**config.mk**
```make
export PLATFORM = sky130hd
export DESIGN_NAME = mem_access_stage
export DESIGN_NICKNAME = d
export VERILOG_FILES = /design/src/rtl/mem_access_stage.sv
export SDC_FILE = /design/constraint.sdc
export NUM_CORES = 1
export LEC_CHECK = 0
export ABC_AREA = 1
export CAP_MARGIN = 20
export CORE_MARGIN = 10
export CORE_UTILIZATION = 43
export DETAILED_ROUTE_END_ITERATION = 6
export GPL_TIMING_DRIVEN = 1
export PLACE_DENSITY = 0.94
export SLEW_MARGIN = 5
export SYNTH_ARGS = -nofsm -noshare
export SYNTH_HDL_FRONTEND = slang
export SYNTH_SLANG_ARGS = --single-unit
```
**constraint.sdc**
```tcl
create_clock -name clk -period 2.7 [get_ports clk]
set_clock_uncertainty 0.2 [all_clocks]
set_input_delay 0.675 -clock clk [delete_from_list [all_inputs] [get_ports clk]]
set_output_delay 0.675 -clock clk [all_outputs]
set_load 0.01 [all_outputs]
```
**src/rtl/mem_access_stage.sv**
```systemverilog
// LEGv8 memory stage: data-memory req/ready/rvalid sequencer, stall and CBZ resolve.
// Optional MEM_ALIGN_CHECK_EN: misaligned (addr[2:0]!=0) ops abort with busErr_M.
module mem_access_stage #(
   parameter int TIMEOUT = 16
) (
   input  logic        clk,
   input  logic        reset,
   input  logic        valid_M,
   input  logic        memRead_M,
   input  logic        memWrite_M,
   input  logic        branch_M,
   input  logic        zero_M,
   input  logic [63:0] aluResult_M,
   input  logic [63:0] writeData_M,
   output logic        PCSrc_M,
   output logic        stall_M,
   output logic [63:0] readData_M,
   output logic        readValid_M,
   output logic        busErr_M,
   output logic        dm_req,
   output logic        dm_we,
   output logic [63:0] dm_addr,
   output logic [63:0] dm_wdata,
   input  logic        dm_ready,
   input  logic        dm_rvalid,
   input  logic [63:0] dm_rdata
);

   localparam logic [1:0] IDLE = 2'd0;
   localparam logic [1:0] REQ  = 2'd1;
   localparam logic [1:0] WAIT = 2'd2;
   localparam logic [1:0] DONE = 2'd3;

   localparam logic [7:0] CNT_MAX = 8'(TIMEOUT - 1);

   logic [1:0] state;
   logic [7:0] cnt;
   logic       mem_op;
   logic       expired;

   assign mem_op  = valid_M & (memRead_M | memWrite_M);
   assign expired = (cnt == CNT_MAX);

   assign PCSrc_M = valid_M & branch_M & zero_M;

   // IDLE term is combinational so the op is held from its very first cycle
   assign stall_M = ((state == IDLE) & mem_op)
                  | (state == REQ)
                  | (state == WAIT);

   always_ff @(posedge clk) begin
      if (reset) begin
         state       <= IDLE;
         cnt         <= 8'd0;
         dm_req      <= 1'b0;
         dm_we       <= 1'b0;
         dm_addr     <= 64'd0;
         dm_wdata    <= 64'd0;
         readData_M  <= 64'd0;
         readValid_M <= 1'b0;
         busErr_M    <= 1'b0;
      end else begin
         readValid_M <= 1'b0;
         busErr_M    <= 1'b0;
         unique case (state)
            IDLE: begin
               if (mem_op) begin
                  dm_addr  <= aluResult_M;
                  dm_wdata <= writeData_M;
                  dm_we    <= memWrite_M;
                  cnt      <= 8'd0;
`ifdef MEM_ALIGN_CHECK_EN
                  if (aluResult_M[2:0] != 3'b000) begin
                     state      <= DONE;
                     busErr_M   <= 1'b1;
                     readData_M <= 64'd0;
                  end else begin
                     state  <= REQ;
                     dm_req <= 1'b1;
                  end
`else
                  state  <= REQ;
                  dm_req <= 1'b1;
`endif
               end
            end
            REQ: begin
               if (dm_ready) begin
                  dm_req <= 1'b0;
                  state  <= dm_we ? DONE : WAIT;
               end else if (expired) begin
                  dm_req     <= 1'b0;
                  state      <= DONE;
                  busErr_M   <= 1'b1;
                  readData_M <= 64'd0;
               end else begin
                  cnt <= cnt + 8'd1;
               end
            end
            WAIT: begin
               if (dm_rvalid) begin
                  readData_M  <= dm_rdata;
                  readValid_M <= 1'b1;
                  state       <= DONE;
               end else if (expired) begin
                  state      <= DONE;
                  busErr_M   <= 1'b1;
                  readData_M <= 64'd0;
               end else begin
                  cnt <= cnt + 8'd1;
               end
            end
            DONE: begin
               state <= IDLE;
            end
         endcase
      end
   end

endmodule

```
==> out/qor.csv <==
stage,metric,value,unit
die,die_area,23710,um2
clock_tree,path_clk_slew,0.06,ns
timing,max_freq,381.5,MHz
route,drtIter0Drc,479,
clock_tree,cts_tree,built,
yosys,postSynthAreaPerCell,7.900,um2
min_path,hp-start,dm_addr[57],
setup_path,criticalPathCategory,reg2out,
timing,finalWorstSetupSlack,0.07909,ns
yosys,netlist_area,7719,um2
yosys,async_reset_ff_frac,0,
yosys,ys_warn_count,0,
placed_design,routabilityCongestion,0.8677,
route,wl_per_cell,18.70,um
placed_design,portBuffers,398,
die,die_h,154.0,um
grt,globalRouteTotalUtil,0.2343,
final_layout,drive_above_1_share,0.06934,
setup_path,crit_path_start_kind,register,
final_layout,fill_cells,1198,
yosys,synthesis.nets,1184,
setup_path,cp_num_cells,5,
final_layout,syn2layout_area_growth,64.29,%
final_layout,final_cell_area,12680,um2
route,ant_nets,0,
setup_path,path_buf_inv,2,
die,rows,48,
power_and_ir_drop,ir_drop,0.5118,mV
clock_tree,cts_setup_buffers,0,
yosys,synth_seq_cells,206,
setup_path,cp_top_family,buffers and inverters,
timing,tightest_slew,0.8194,ns
route,via_per_inst,5.191,
clock_tree,numCtsBuffers,23,
clock_tree,cts_num_sinks,206,
yosys,dominantRegCellSynth,dfxtp_1,
grt,antenna_found_initial,0,
grt,grt_pass1_wl,45800,um
power_and_ir_drop,power_density,673.3,nW/um2
grt,grt_pass1_vias,8433,
clock_tree,ctsHoldBuffers,0,
yosys,synthCells,977,
clock_tree,cts_max_level,1,
timing,finalHoldViolCount,0,
timing,finalCritPeriodShare,0.9707,
clock_tree,clock_path_buffers,3,
outcome,status,finished clean,
setup_path,cp.required,1.82,ns
placed_design,pre_cts_ws,-0.2968,ns
timing,drv_slew,0,
route,remaining_drc_errors,0,
yosys,synth_top_area_frac,0.5343,
setup_path,arrival,1.75,ns
final_layout,fin_cells,1595,
timing,fin_crit,2.621,ns
setup_path,slowest_delay,0.38,ns
setup_path,r2r-start,state[1],
setup_path,r2r_cells,7,
placed_design,dp_hpwl,22050,um
setup_path,startpoint,state[1],
die,initial_utilization,0.4417,
yosys,synth_cell_types,26,
route,wl,29820,um
setup_path,cp_max_fo,4,
setup_path,crit_path_top_delay_cell,dfxtp_1,
yosys,synth_area_leaders,"dfxtp_1, nand2_1, a21oi_1, nand3_1, nand3_2",
timing,finalSetupViolCount,0,
die,core_region_area,17480,um2
setup_path,endpoint_kind,output port,
setup_path,path_cells,inv_1 > ha_1 > nor2_2 > nand2_1 > dlygate4sd2_1,
clock_tree,cts-root-buf,clkbuf_16,
grt,grt_max_degree,123,
min_path,worstHoldPathCells,2,
grt,grt_overflow_total,0,
placed_design,placed_area,11900,um2
yosys,yosys.area.top_type,dfxtp_1,
final_layout,antenna_cells,0,
die,ios,399,
route,via_count,8279,
clock_tree,worstSkewPairLatency,0.50,ns
min_path,hold_class,reg2reg,
die,chipWidth,154.0,um
final_layout,num-nets-final,1561,
placed_design,dp.cells,1554,
yosys,synth-edff-count,0,
route,drt_pre_antenna_iters,5,
yosys,synth-seq-area-share,0.5343,
timing,slew_headroom,0.4537,
power_and_ir_drop,power.leakage,0.004610,uW
job,drv_cap,0,
==> through the flow <==
step | util | hold WS [ns] | power (uW) | TNS, ns
floorplan | - | 0.2704 | 4386 | 0
global placement | 0.6811 | 0.2500 | 5409 | -20.64
detailed placement | 0.6811 | 0.2548 | 5475 | -22.86
CTS | 0.7251 | 0.2641 | 8604 | 0
global route | 0.7256 | 0.2777 | 8908 | -0.003107
finish | 0.7256 | 0.2625 | 8538 | 0
==> routing by layer <==
metal | vias to the layer above | track usage | wire, um
met5 | - | 0 | 0
met4 | 0 | 0.1192 | 1421
met3 | 88 | 0.08312 | 3031
met2 | 410 | 0.4169 | 15250
met1 | 3855 | 0.2361 | 10120
li1 | 3926 | - | -
==> Yosys cell counts, types with 4 or more instances <==
master and count:
nand2_1 356, dfxtp_1 206, a21oi_1 201, nand3_1 55, buf_2 22, nor2_1 20, buf_4 19, inv_1 19
clkbuf_1 17, nand3_2 16, o21ai_0 10, buf_6 6, ha_1 6, buf_1 5, nand2_2 4
==> power breakdown <==
part	total (uW)	switching (uW)	internal [uW]
logic	1970	986	979
registers	3450	152	3300
clock network	3120	1240	1880
==> cells in the final DEF, fill, tap and decap left out, types with 2 or more instances in the layout <==
cell type,synthesis,layout
nand3_1,55,55
dlygate4sd2_1,0,2
inv_1,19,19
clkdlybuf4s50_1,0,394
buf_4,19,12
clkbuf_8,0,8
clkbuf_16,0,23
clkbuf_1,17,3
o21ai_0,10,10
buf_12,0,11
nand3_2,16,15
ha_1,6,5
nand2_2,4,5
nor2_4,3,3
nor2_1,20,19
a21oi_1,201,201
nand2_1,356,355
dfxtp_1,206,205
clkinv_2,1,3
clkinvlp_4,0,2
inv_2,3,2
==> cell families after synthesis <==
logic type                 share of synthesized area
AOI/OAI and AO/OA                             0.1397
and+or+nand+nor                               0.2504
xor gates and xnor gates                    0.002270
adders and majority gates                   0.009726
buffers and inverters                        0.06354
DFF                                           0.5343
==> final timing paths <==
kind	endpoint	slack, ns
min reg2reg	dm_addr[57]	0.26
max reg2reg	dm_addr[8]	0.23
max	stall_M	0.08
min	dm_addr[57]	0.26
==> worst register-to-register path, cell delays in order (launching register included) <==
cell     delay (ns)
dfxtp_1        0.38
inv_1          0.10
ha_1           0.25
nand3_4        0.10
buf_4          0.47
buf_4          0.57
nand2_1        0.14
a21oi_1        0.18
==> sequential cells by signal (all words and copies together) (netlist names) <==
name / count
dm_addr: 64
dm_wdata: 64
readData_M: 64
cnt: 8
state: 2
busErr_M: 1
dm_req: 1
dm_we: 1
readValid_M: 1
==> cell type report <==
cell class                 count  area (um2)  share of cell area
multi-input combinational    679        3119              0.2460
timing repair buffer         421        4295              0.3387
tap                          225       281.5             0.02220
inverter                      23       90.09            0.007104
sequential                   206        4125              0.3253
clock inverter                 7       72.57            0.005723
clock buffer                  34       696.9             0.05496
==> repair_timing <==
action                                  in CTS  in global routing
resized for setup                            3                  4
endpoints found under the hold margin        0                  0
endpoints found under the setup margin       2                  2
Power figures use the tool's default switching activity.
==> RTL change 1 (same flow settings) <==
Make the reset (`reset`) asynchronous in one clocked block.
--- a/src/rtl/mem_access_stage.sv
+++ b/src/rtl/mem_access_stage.sv
@@ -50,3 +50,3 @@
 
-   always_ff @(posedge clk) begin
+   always_ff @(posedge clk or posedge reset) begin
       if (reset) begin
Check against the original RTL: differs if reset is asserted again (counterexample within 4 cycles, from zero or initial values and one cycle with reset high); with reset held inactive, the same outputs for 4 cycles.
==> RTL change 1 against the unedited design <==
- register-to-register slack improved by 0.20 ns
- sequential cell count unchanged
- critical path depth increased by 1
- area after synthesis is 12% higher
- cell area up 8.5%
- global-route usage down 0.84 points
- cell count fell by 14%
- wire length rose by 4.2%
- worst setup slack improved by 0.023 ns
- critical path type is now in2out
- highest routed layer unchanged
Power is not compared: it rests on default switching activity, and its combinational part moved more than twofold at a synthesized area within 25%.
==> RTL change 1: results (changes against the unedited design) <==
| Metric | Value |
|---|---|
| Status | complete, no violations |
| R2r startpoint | state[0] |
| Share of the yosys chip area belonging to registers | 59.5% (+6.1 points) |
| Avg Cell Area, Syn | 12.6 um^2 (+60%) |
| Async S/R FF share, synth | 100% (+100 points) |
| Fraction of layout cells with a size suffix above 1 | 18.0% (+11 points) |
| Worst-Margin Slew | 0.469 ns (-0.351 ns) |
| NonClk Buf Share | 30.9% (-3.0 points) |
| Non-CTS buffers | 419 (-0.48%) |
| WL met3 | 2210 um (-27%) |
| Total power | 16,100 uW |
| Routed vias | 6,962 (-16%) |
| Setup WS pre-CTS | -0.199 ns (+0.0979 ns) |
| Layout clock buffers | 31 (-8.8%) |
| Worst reg2reg setup slack | 0.43 ns (+0.20 ns) |
| Multi-input gate share of total cell area | 23.1% (-1.5 points) |
| Register area | 5160 um^2 (+25%) |
| Vias in the first global route | 7,534 (-11%) |
| Tot GR Track Use | 22.6% (-0.84 points) |
| Met2 usage | 40.2% (-1.5 points) |
| Cell count after synthesis | 686 (-30%) |
| #MultiIn Comb | 425 (-37%) |
| Cells on worst reg2reg path | 6 (-1) |
| CP Max Fanout | 2 (-2) |
| Inverter count | 15 (-35%) |
## RTL change 1: cell count changes in the layout (fill, tap and decap cells not counted), moves of 5 or more
cell      before  now
a21oi_1      201    5
clkbuf_8       8    3
dfrtp_1        0  205
dfxtp_1      205    0
inv_1         19   11
mux2_2         0   52
mux2_4         0   76
nand2_1      355  114
nand3_1       55  133
nand3_2       15    1
o21ai_0       10    3
## RTL change 1: critical path: cells and delay by family
family                 cells  cell delay [ns]
buffers and inverters      3             0.76
and+or+nand+nor            3             0.27
## RTL change 1: cell families after synthesis
| family | Yosys count | synth area share, % |
|---|---|---|
| flops | 206 | 59.5 |
| mux | 128 | 19.9 |
| compound gates | 12 | 0.780 |
| buf+inv | 55 | 4.12 |
| fa+ha+maj | 6 | 0.867 |
| xor+xnor | 3 | 0.303 |
| simple gates | 276 | 14.5 |
## RTL change 1: timing repair
item,in CTS,in global routing
cloned,0,0
pin swaps,0,0
gates resized for setup,6,3
endpoints found under the setup margin,2,1
==> RTL change 2 (same settings) <==
Made on the original files. Build with the macro `MEM_ALIGN_CHECK_EN` defined.
--- a/src/rtl/mem_access_stage.sv
+++ b/src/rtl/mem_access_stage.sv
@@ -2,2 +2,4 @@
 // Optional MEM_ALIGN_CHECK_EN: misaligned (addr[2:0]!=0) ops abort with busErr_M.
+`define MEM_ALIGN_CHECK_EN
+
 module mem_access_stage #(
Behaviour: not the same (a bounded check fails within 4 cycles, from zero or initial values and one cycle with reset high).
==> RTL change 2 against the unedited design <==
- wire length rose by 10%
- critical path depth did not move
- non-clock buffer count rose by 7
- first-iteration DRC count rose by 21%
- worst setup slack improved by 0.089 ns
- cell area rose by 2.9%
- area after synthesis rose by 4.7%
- sequential cell count did not move
- largest cell class unchanged
Power is not compared: it rests on default switching activity, and its combinational part moved more than twofold at a synthesized area within 25%.
==> RTL change 2: results (changes against the unedited design) <==
| Metric | Value |
|---|---|
| Status | complete, no violations |
| Htree depth | 1 (unchanged) |
| Pre-antenna DRT Iters | 6 (+1) |
| Synth Area in Adders | 1.08% (+0.11 points) |
| Synth Area in XOR/XNOR | 0.108% (-0.12 points) |
| Tot GR Track Use | 24.9% (+1.5 points) |
| Worst reg2reg setup slack | 0.47 ns (+0.24 ns) |
| P per Cell Area | 808 nW/um^2 |
| Int Pwr | 6820 uW |
| Vias in the first global route | 8,915 (+5.7%) |
| Setup WS pre-CTS | -0.275 ns (+0.0220 ns) |
| Top post-synthesis cells by area | dfxtp_1 51%, nand2_1 19%, a21oi_1 13% |
| Post-Syn Nets | 1,264 (+6.8%) |
| Hold Slack | 0.257 ns (-0.00542 ns) |
| Compound-Gate Fraction of Synth Area | 14.0% (+0.076 points) |
| CP arrival | 1.66 ns (-0.09 ns) |
| Slew HR | 53.2% (+7.9 points) |
| Fin nets | 1,639 (+5.0%) |
| WL met3 | 3110 um (+2.4%) |
| Share of the yosys chip area belonging to registers | 51.1% (-2.4 points) |
| Max stage delay on crit path | 0.34 ns (-0.04 ns) |
| M1 wire length | 11,200 um (+10%) |
| DP Area | 12,300 um^2 (+3.7%) |
| Routed vias | 8,799 (+6.3%) |
| RD Place Congestion | 0.914 (+5.3%) |
| CP top delay family | flip-flops |
| Met3 Resource Use GR | 7.81% (-0.51 points) |
| Synth unique cells | 28 (+7.7%) |
| Met2 Wirelength | 16,600 um (+8.9%) |
| Largest net degree at the start of global routing | 131 (+6.5%) |
| CP Max Fanout | 5 (+1) |
| Post-synth top cells | 418 x nand2_1, 206 x a21oi_1, 206 x dfxtp_1 |
| # resized after CTS | 8 (+5) |
| Final HPWL DP | 23,500 um (+6.8%) |
| DRT Wirelength | 32,900 um (+10%) |
| Maximum clock rate | 0.395 GHz (+3.5%) |
| Cell count after synthesis | 1,056 (+8.1%) |
| 1st-iter DRT viols | 579 (+21%) |
| Vias per inst | 5.24 (+1.0%) |
| Met1 usage | 26.2% (+2.6 points) |
[RTL change 2: cell count changes after synthesis, sizes merged, moves of 2 or more]
cell	before	now
nand3b	0	65
nand3	71	7
a21oi	201	206
buf	52	44
nand4	0	2
nor2	23	19
nand2	361	422
o21ai	10	13
clkbuf	17	34
nor3b	0	2
[RTL change 2: worst paths after layout]
path / start / end
worst max-delay path: state[0] / stall_M
worst min-delay path: readData_M[50] / readData_M[50]
worst max register to register: state[0] / dm_wdata[32]
worst min register to register: readData_M[50] / readData_M[50]
[RTL change 2: metrics by stage]
step / TNS, ns / util, %
after floorplan: 0 / -
after global placement: -0.487 / 66.4
after detailed placement: -0.495 / 66.4
after CTS: 0 / 70.3
after global routing: 0 / 70.2
final: 0 / 70.2
[RTL change 2: cell type report]
class	count	area, um^2
Sequential cell	206	4130
Multi-Input combinational cell	751	3510
Fill cell	1264	5530
Inverter	21	80.1
Clock inverter	5	28.8
Tap cell	234	293
Timing Repair Buffer	428	4340
Clock buffer	33	673
